$ cat src/rtl/lvds_tx_link_ctrl.sv
// Link bring-up sequencer and RGB888-to-7:1 lane-word mapper for the LVDS transmit path.
// Define LVDS_TX_JEIDA_EN for the JEIDA bit mapping; the default build uses VESA.
module lvds_tx_link_ctrl #(
  parameter int unsigned LOCK_STABLE_CYCLES = 1024,
  parameter int unsigned SER_RST_CYCLES     = 16
) (
  input  logic       sclk,
  input  logic       reset,
  input  logic       pll_lock,
  input  logic       vs_in,
  input  logic       hs_in,
  input  logic       de_in,
  input  logic [7:0] r_in,
  input  logic [7:0] g_in,
  input  logic [7:0] b_in,
  output logic       ser_reset,
  output logic [6:0] data0,
  output logic [6:0] data1,
  output logic [6:0] data2,
  output logic [6:0] data3,
  output logic       link_up,
  output logic [7:0] lock_loss_cnt
);

  localparam int unsigned LCW = $clog2(LOCK_STABLE_CYCLES + 1);
  localparam int unsigned RCW = $clog2(SER_RST_CYCLES + 1);

  typedef enum logic [2:0] {
    S_RESET,
    S_WAIT_LOCK,
    S_SER_RST,
    S_BLANK,
    S_ACTIVE
  } state_t;

  state_t           state, state_nxt;
  logic [LCW-1:0]   lock_cnt, lock_cnt_nxt;
  logic [RCW-1:0]   rst_cnt, rst_cnt_nxt;
  logic [7:0]       loss_nxt;
  logic             vs_d;
  logic             lock_lost;
  logic [6:0]       word0, word1, word2, word3;

  // Pixel-to-lane mapping; registered only when the link is (about to be) active.
  always_comb begin
`ifdef LVDS_TX_JEIDA_EN
    word0 = {g_in[2], r_in[7:2]};
    word1 = {b_in[3:2], g_in[7:3]};
    word2 = {de_in, vs_in, hs_in, b_in[7:4]};
    word3 = {1'b0, b_in[1:0], g_in[1:0], r_in[1:0]};
`else
    word0 = {g_in[0], r_in[5:0]};
    word1 = {b_in[1:0], g_in[5:1]};
    word2 = {de_in, vs_in, hs_in, b_in[5:2]};
    word3 = {1'b0, b_in[7:6], g_in[7:6], r_in[7:6]};
`endif
  end

  // Next-state logic; losing lock past WAIT_LOCK overrides every other transition.
  always_comb begin
    state_nxt    = state;
    lock_cnt_nxt = '0;
    rst_cnt_nxt  = '0;
    loss_nxt     = lock_loss_cnt;
    lock_lost    = !pll_lock && (state == S_SER_RST || state == S_BLANK || state == S_ACTIVE);

    if (lock_lost) begin
      state_nxt = S_WAIT_LOCK;
      if (lock_loss_cnt != 8'hFF) loss_nxt = lock_loss_cnt + 8'd1;
    end else begin
      case (state)
        S_RESET: state_nxt = S_WAIT_LOCK;
        S_WAIT_LOCK: begin
          if (pll_lock) begin
            if (lock_cnt == LCW'(LOCK_STABLE_CYCLES - 1)) state_nxt = S_SER_RST;
            else lock_cnt_nxt = lock_cnt + LCW'(1);
          end
        end
        S_SER_RST: begin
          if (rst_cnt == RCW'(SER_RST_CYCLES - 1)) state_nxt = S_BLANK;
          else rst_cnt_nxt = rst_cnt + RCW'(1);
        end
        S_BLANK:  if (vs_in && !vs_d) state_nxt = S_ACTIVE;
        S_ACTIVE: state_nxt = S_ACTIVE;
        default:  state_nxt = S_RESET;
      endcase
    end
  end

  // State, counters and all outputs move together so link_up and data stay aligned.
  always_ff @(posedge sclk) begin
    if (reset) begin
      state         <= S_RESET;
      lock_cnt      <= '0;
      rst_cnt       <= '0;
      vs_d          <= 1'b1;
      ser_reset     <= 1'b1;
      link_up       <= 1'b0;
      lock_loss_cnt <= '0;
      data0         <= '0;
      data1         <= '0;
      data2         <= '0;
      data3         <= '0;
    end else begin
      state         <= state_nxt;
      lock_cnt      <= lock_cnt_nxt;
      rst_cnt       <= rst_cnt_nxt;
      vs_d          <= vs_in;
      lock_loss_cnt <= loss_nxt;
      ser_reset     <= (state_nxt == S_RESET) || (state_nxt == S_WAIT_LOCK) ||
                       (state_nxt == S_SER_RST);
      link_up       <= (state_nxt == S_ACTIVE);
      if (state_nxt == S_ACTIVE) begin
        data0 <= word0;
        data1 <= word1;
        data2 <= word2;
        data3 <= word3;
      end else begin
        data0 <= '0;
        data1 <= '0;
        data2 <= '0;
        data3 <= '0;
      end
    end
  end

endmodule

$ cat config.mk
export PLATFORM = sky130hd
export DESIGN_NAME = lvds_tx_link_ctrl
export DESIGN_NICKNAME = d
export VERILOG_FILES = /design/src/rtl/lvds_tx_link_ctrl.sv
export SDC_FILE = /design/constraint.sdc
export NUM_CORES = 1
export LEC_CHECK = 0
export CAP_MARGIN = 20
export CORE_UTILIZATION = 45
export DETAILED_ROUTE_END_ITERATION = 8
export DONT_BUFFER_PORTS = 1
export PLACE_DENSITY = 0.6
export SLEW_MARGIN = 30
export SYNTH_ARGS = -nofsm -noshare
export SYNTH_HDL_FRONTEND = slang
export SYNTH_SLANG_ARGS = --single-unit
$ cat constraint.sdc
create_clock -name sclk -period 1.96 [get_ports sclk]
set_input_delay 0.294 -clock sclk [delete_from_list [all_inputs] [get_ports sclk]]
set_output_delay 0.294 -clock sclk [all_outputs]
set_load 0.01 [all_outputs]
* Word level (Yosys, flattened, before mapping)
Cells that the tools add are included.
** Cells by class
- $add $sub $neg :: 3
- Equal/unequal tests :: 10
- Multiplexer cells :: 6
- Bitwise gates (word level) :: 4
- Reductions and logical operators :: 14
** Operator list (count)
- 3-bit two-way mux :: 5
- 3-bit one-hot mux with 5 select lines :: 1
- 11-bit by 1-bit adder with 11-bit output, second input constant :: 1
- 11-bit by 10-bit == test with 1-bit output, second input constant :: 1
- 3-bit by 2-bit == test with 1-bit output, second input constant :: 3
- 8-bit by 1-bit adder with 8-bit output, second input constant :: 1
- 8-bit != test, second input constant :: 1
- 3-bit by 1-bit == test with 1-bit output, second input constant :: 2
- 3-bit == test, second input constant :: 2
- 3-bit logical NOT :: 2
- 5-bit by 1-bit adder with 5-bit output, second input constant :: 1
- 5-bit by 4-bit == test with 1-bit output, second input constant :: 1
- 5-bit OR reduction :: 1
- 1-bit logical OR :: 4
- 1-bit inverter :: 4
- 4-bit OR reduction :: 1
- 1-bit logical AND :: 2
- 1-bit logical NOT :: 2
- 2-bit AND reduction :: 1
- 2-bit OR reduction :: 1
** Storage, ports and cells
- Register bits :: 58
- Output and inout port bits :: 38
- Word-level logic and storage cells :: 49

* Depth between registers and ports, before layout
- Depth in word-level cells :: 8
- Mapped depth :: 8
- Mapped depth without buffers :: 8

* Worst setup path after synthesis
Ideal clock, no wire load.
- Path type :: register to register
- Start point :: register rst_cnt[0]
- End point :: register rst_cnt[2]
- Setup time :: 0.065 ns
- Arrival :: 1.541 ns
- Setup slack :: 0.354 ns
- Stages on the path, launching flop included :: 6
- Buffers on the path :: 0
- Period minus slack after synthesis :: 1.606 ns
- Path through :: dfxtp_1 ha_1 and3_1 ha_1 or4_1 nor2_1
** Between the ends
- Cells in the longest elaborated chain, start to end :: 2
- Elaborated cells between the ends (all ways) :: 3
- Those cells by class :: add/sub: 1; eq/ne: 1; reduce/logical: 1
** RTL lines
- start, declared :: RTL line 38 : logic [RCW-1:0] rst_cnt, rst_cnt_nxt;
- start signal, assigned :: RTL line 107 : rst_cnt <= rst_cnt_nxt;
- branches (longest 2 deep; another with 5-bit by 1-bit adder with 5-bit output)
Parallel ways; which one is timed is not known.
A chain may end at the register's enable or synchronous reset.

* Final worst setup path
Same ends and word-level chain as after synthesis.

==> reports/qor.txt <==
GRT overflow: 0
Die X: 69.0 µm
final worst setup slack: 0.181 ns
vias in the first global route: 1283
CP max FO: 5
Crit path required time: 2.22 ns
post-synthesis sequential area ratio: 56.4%
dpl ws: 0.201 ns
Tot GR Track Use: 15.3%
syn_area_per_cell: 10.1 µm²
reg2reg start: rst_cnt[0]
num ports: 68
Cell variety after synth: 35
Resize count post-CTS: 0
hold buffers post-CTS: 0
reg-to-reg slack, setup: 0.18 ns
CTS tree: yes
WHS Endpoint: lock_loss_cnt[4]
Max clock buf depth: 2
Max Cap Violations: 0
nets: 240
CORE AREA: 4320 µm²
type of the worst setup path: flop to flop
Critical Path AT: 2.03 ns
final worst-path cycle share: 90.7%
static leakage: 0.876 nW
Core Rows: 24
Critical Path Sink Type: flop
drt via density: 4.96
Pre-Repair DR Iteration Count: 4
DIE AREA: 4770 µm²
clk_lat worst skew: 0.33 ns
wire per inst: 13.3 µm
Initial Utilization: 46.8%
Post-Synthesis Cells: 201
number of fill cells: 390
drt initial violations: 42
DRC violation count after routing: 0
Final ANT Viol Nets: 0
Syn Std Cell Area: 2020 µm²
root buffer cell: clkbuf_8
detailed placement HPWL: 2470 µm
flip-flop and latch count after synthesis: 57
yosys warns: 0
fin util: 52.7%
reg2reg path depth: 5
max-slew violations: 0
drt total wl: 3490 µm
CTS sink count: 57
CP Launch Type: flop
area grow syn2layout: 12.7%
status: finished clean
ant diodes: 0
Worst-path clk slew: 0.07 ns
htree depth: 3
FMAX: 0.562 GHz
pin count of the biggest net entering global routing: 30
die height: 69.0 µm
Syn Nets: 235
skew final: 0.00711 ns
P per Cell Area: 1060 nW/µm²
Reg-to-Reg End: rst_cnt[2]
VDD IR max: 0.000548 V
initial antenna violation count: 0
routed via count: 1305
total CTS buffers: 9
I/O Buffers: 0
first-pass GRT wire length: 5650 µm
hold wc startpoint: reset
RSZ-0062 raised after global routing: false
hold path cells: 1
Hold Crit Class: input port to flop
post-CTS setup buffers: 0
proportion of layout cells with a drive suffix above 1: 10.9%
setup TNS: 0 ns
Final Hold Viols: 0
Final Critical Period: 1.78 ns
routability cong.: 0.862
Final setup viols: 0
## cell usage in the layout, fill, tap and decap left out, types with 5 or more instances in the layout
| cell | Yosys | layout |
|---|---|---|
| nor2_1 | 27 | 27 |
| nand3_1 | 9 | 9 |
| xor2_1 | 12 | 12 |
| a21oi_1 | 7 | 7 |
| clkbuf_8 | 0 | 9 |
| nand2_1 | 7 | 7 |
| xnor2_1 | 5 | 5 |
| dfxtp_1 | 57 | 57 |
| and2_1 | 28 | 28 |
## final cells by class
| class | count | area [µm²] | share of cell area, % |
|---|---|---|---|
| Clock buffer | 9 | 124 | 5.43 |
| Timing Repair Buffer | 1 | 7.51 | 0.329 |
| Clock inverter | 7 | 104 | 4.56 |
| Tap cell | 52 | 65.1 | 2.85 |
| Inverter | 4 | 15.0 | 0.659 |
| Sequential cell | 57 | 1140 | 50.1 |
| Multi-Input combinational cell | 133 | 823 | 36.1 |
## per-stage QoR
step	hold WS [ns]	cells	total power [mW]	instance area, µm²
floorplan	0.401	201	1.22	2020
global placement	0.369	247	1.21	2050
detailed placement	0.370	247	1.21	2050
CTS	0.0105	263	2.44	2280
global route	0.00846	263	2.49	2280
finish	0.0265	263	2.41	2280
## report_power, final
group	internal, mW	switching, mW
registers	1.16	0.00504
clock network	0.728	0.493
logic	0.00908	0.0109
## Yosys cell counts, drive strengths merged
cell / count / area, µm²
conb: 1 / 3.75
o21ai: 2 / 10.0
nand2: 7 / 26.3
buf: 6 / 38.8
o22ai: 1 / 6.26
or3b: 2 / 20.0
or2: 1 / 6.26
nand3: 9 / 45.0
nor4bb: 1 / 10.0
or4: 1 / 7.51
xor2: 12 / 105
o21bai: 1 / 7.51
ha: 4 / 50.1
and3: 4 / 25.0
and2: 28 / 175
a211oi: 2 / 20.0
a31oi: 1 / 6.26
and4: 1 / 8.76
clkbuf: 1 / 3.75
inv: 4 / 15.0
nand4: 4 / 25.0
mux2i: 1 / 10.0
xnor2: 5 / 43.8
nor2b: 4 / 25.0
nand2b: 4 / 25.0
a21oi: 9 / 52.6
nor2: 27 / 101
dfxtp: 57 / 1140
o211ai: 1 / 7.51
## worst max path at each step
stage | startpoint | to | slack, ns | cells after the start
2_1_floorplan | rst_cnt[0] | rst_cnt[2] | 0.35 | 5
3_3_place_gp | rst_cnt[0] | rst_cnt[3] | 0.29 | 5
3_5_place_dp | rst_cnt[0] | rst_cnt[2] | 0.20 | 5
4_1_cts | rst_cnt[0] | rst_cnt[2] | 0.18 | 5
5_1_grt | lock_cnt[0] | lock_cnt[3] | 0.06 | 5
6_report | rst_cnt[0] | rst_cnt[2] | 0.18 | 5
## cell families (layout without fill, tap and decap cells)
group | Yosys count | after routing | share of synthesized area [%]
AOI/OAI and AO/OA | 17 | 17 | 5.45
xor gates and xnor gates | 17 | 17 | 7.36
adders and majority gates | 4 | 4 | 2.48
buffers and inverters | 11 | 21 | 2.85
DFF | 57 | 57 | 56.4
muxes | 1 | 1 | 0.495
other | 1 | 1 | 0.185
and+or+nand+nor | 93 | 93 | 24.8
## sequential cells by signal, indices dropped and copies added (netlist names)
signal,cells
data0,7
data1,7
data2,7
data3,6
link_up,1
lock_cnt,11
lock_loss_cnt,8
rst_cnt,5
ser_reset,1
state,3
vs_d,1
## routing by layer
| metal | GRT usage (%) | share of wire (%) | wire [µm] |
|---|---|---|---|
| met1 | 16.6 | 42 | 1480 |
| met2 | 25.6 | 52 | 1820 |
| met3 | 6.87 | 5.0 | 175 |
| met4 | 6.80 | 0.69 | 24 |
| met5 | 0 | 0 | 0 |
## critical path, cell delays in order (launching register included)
cell and delay (ns):
dfxtp_1 0.33, ha_1 0.23, and3_1 0.19, ha_1 0.19
or4_1 0.61, nor2_1 0.16
No activity file was read; power rests on OpenSTA's default activity.
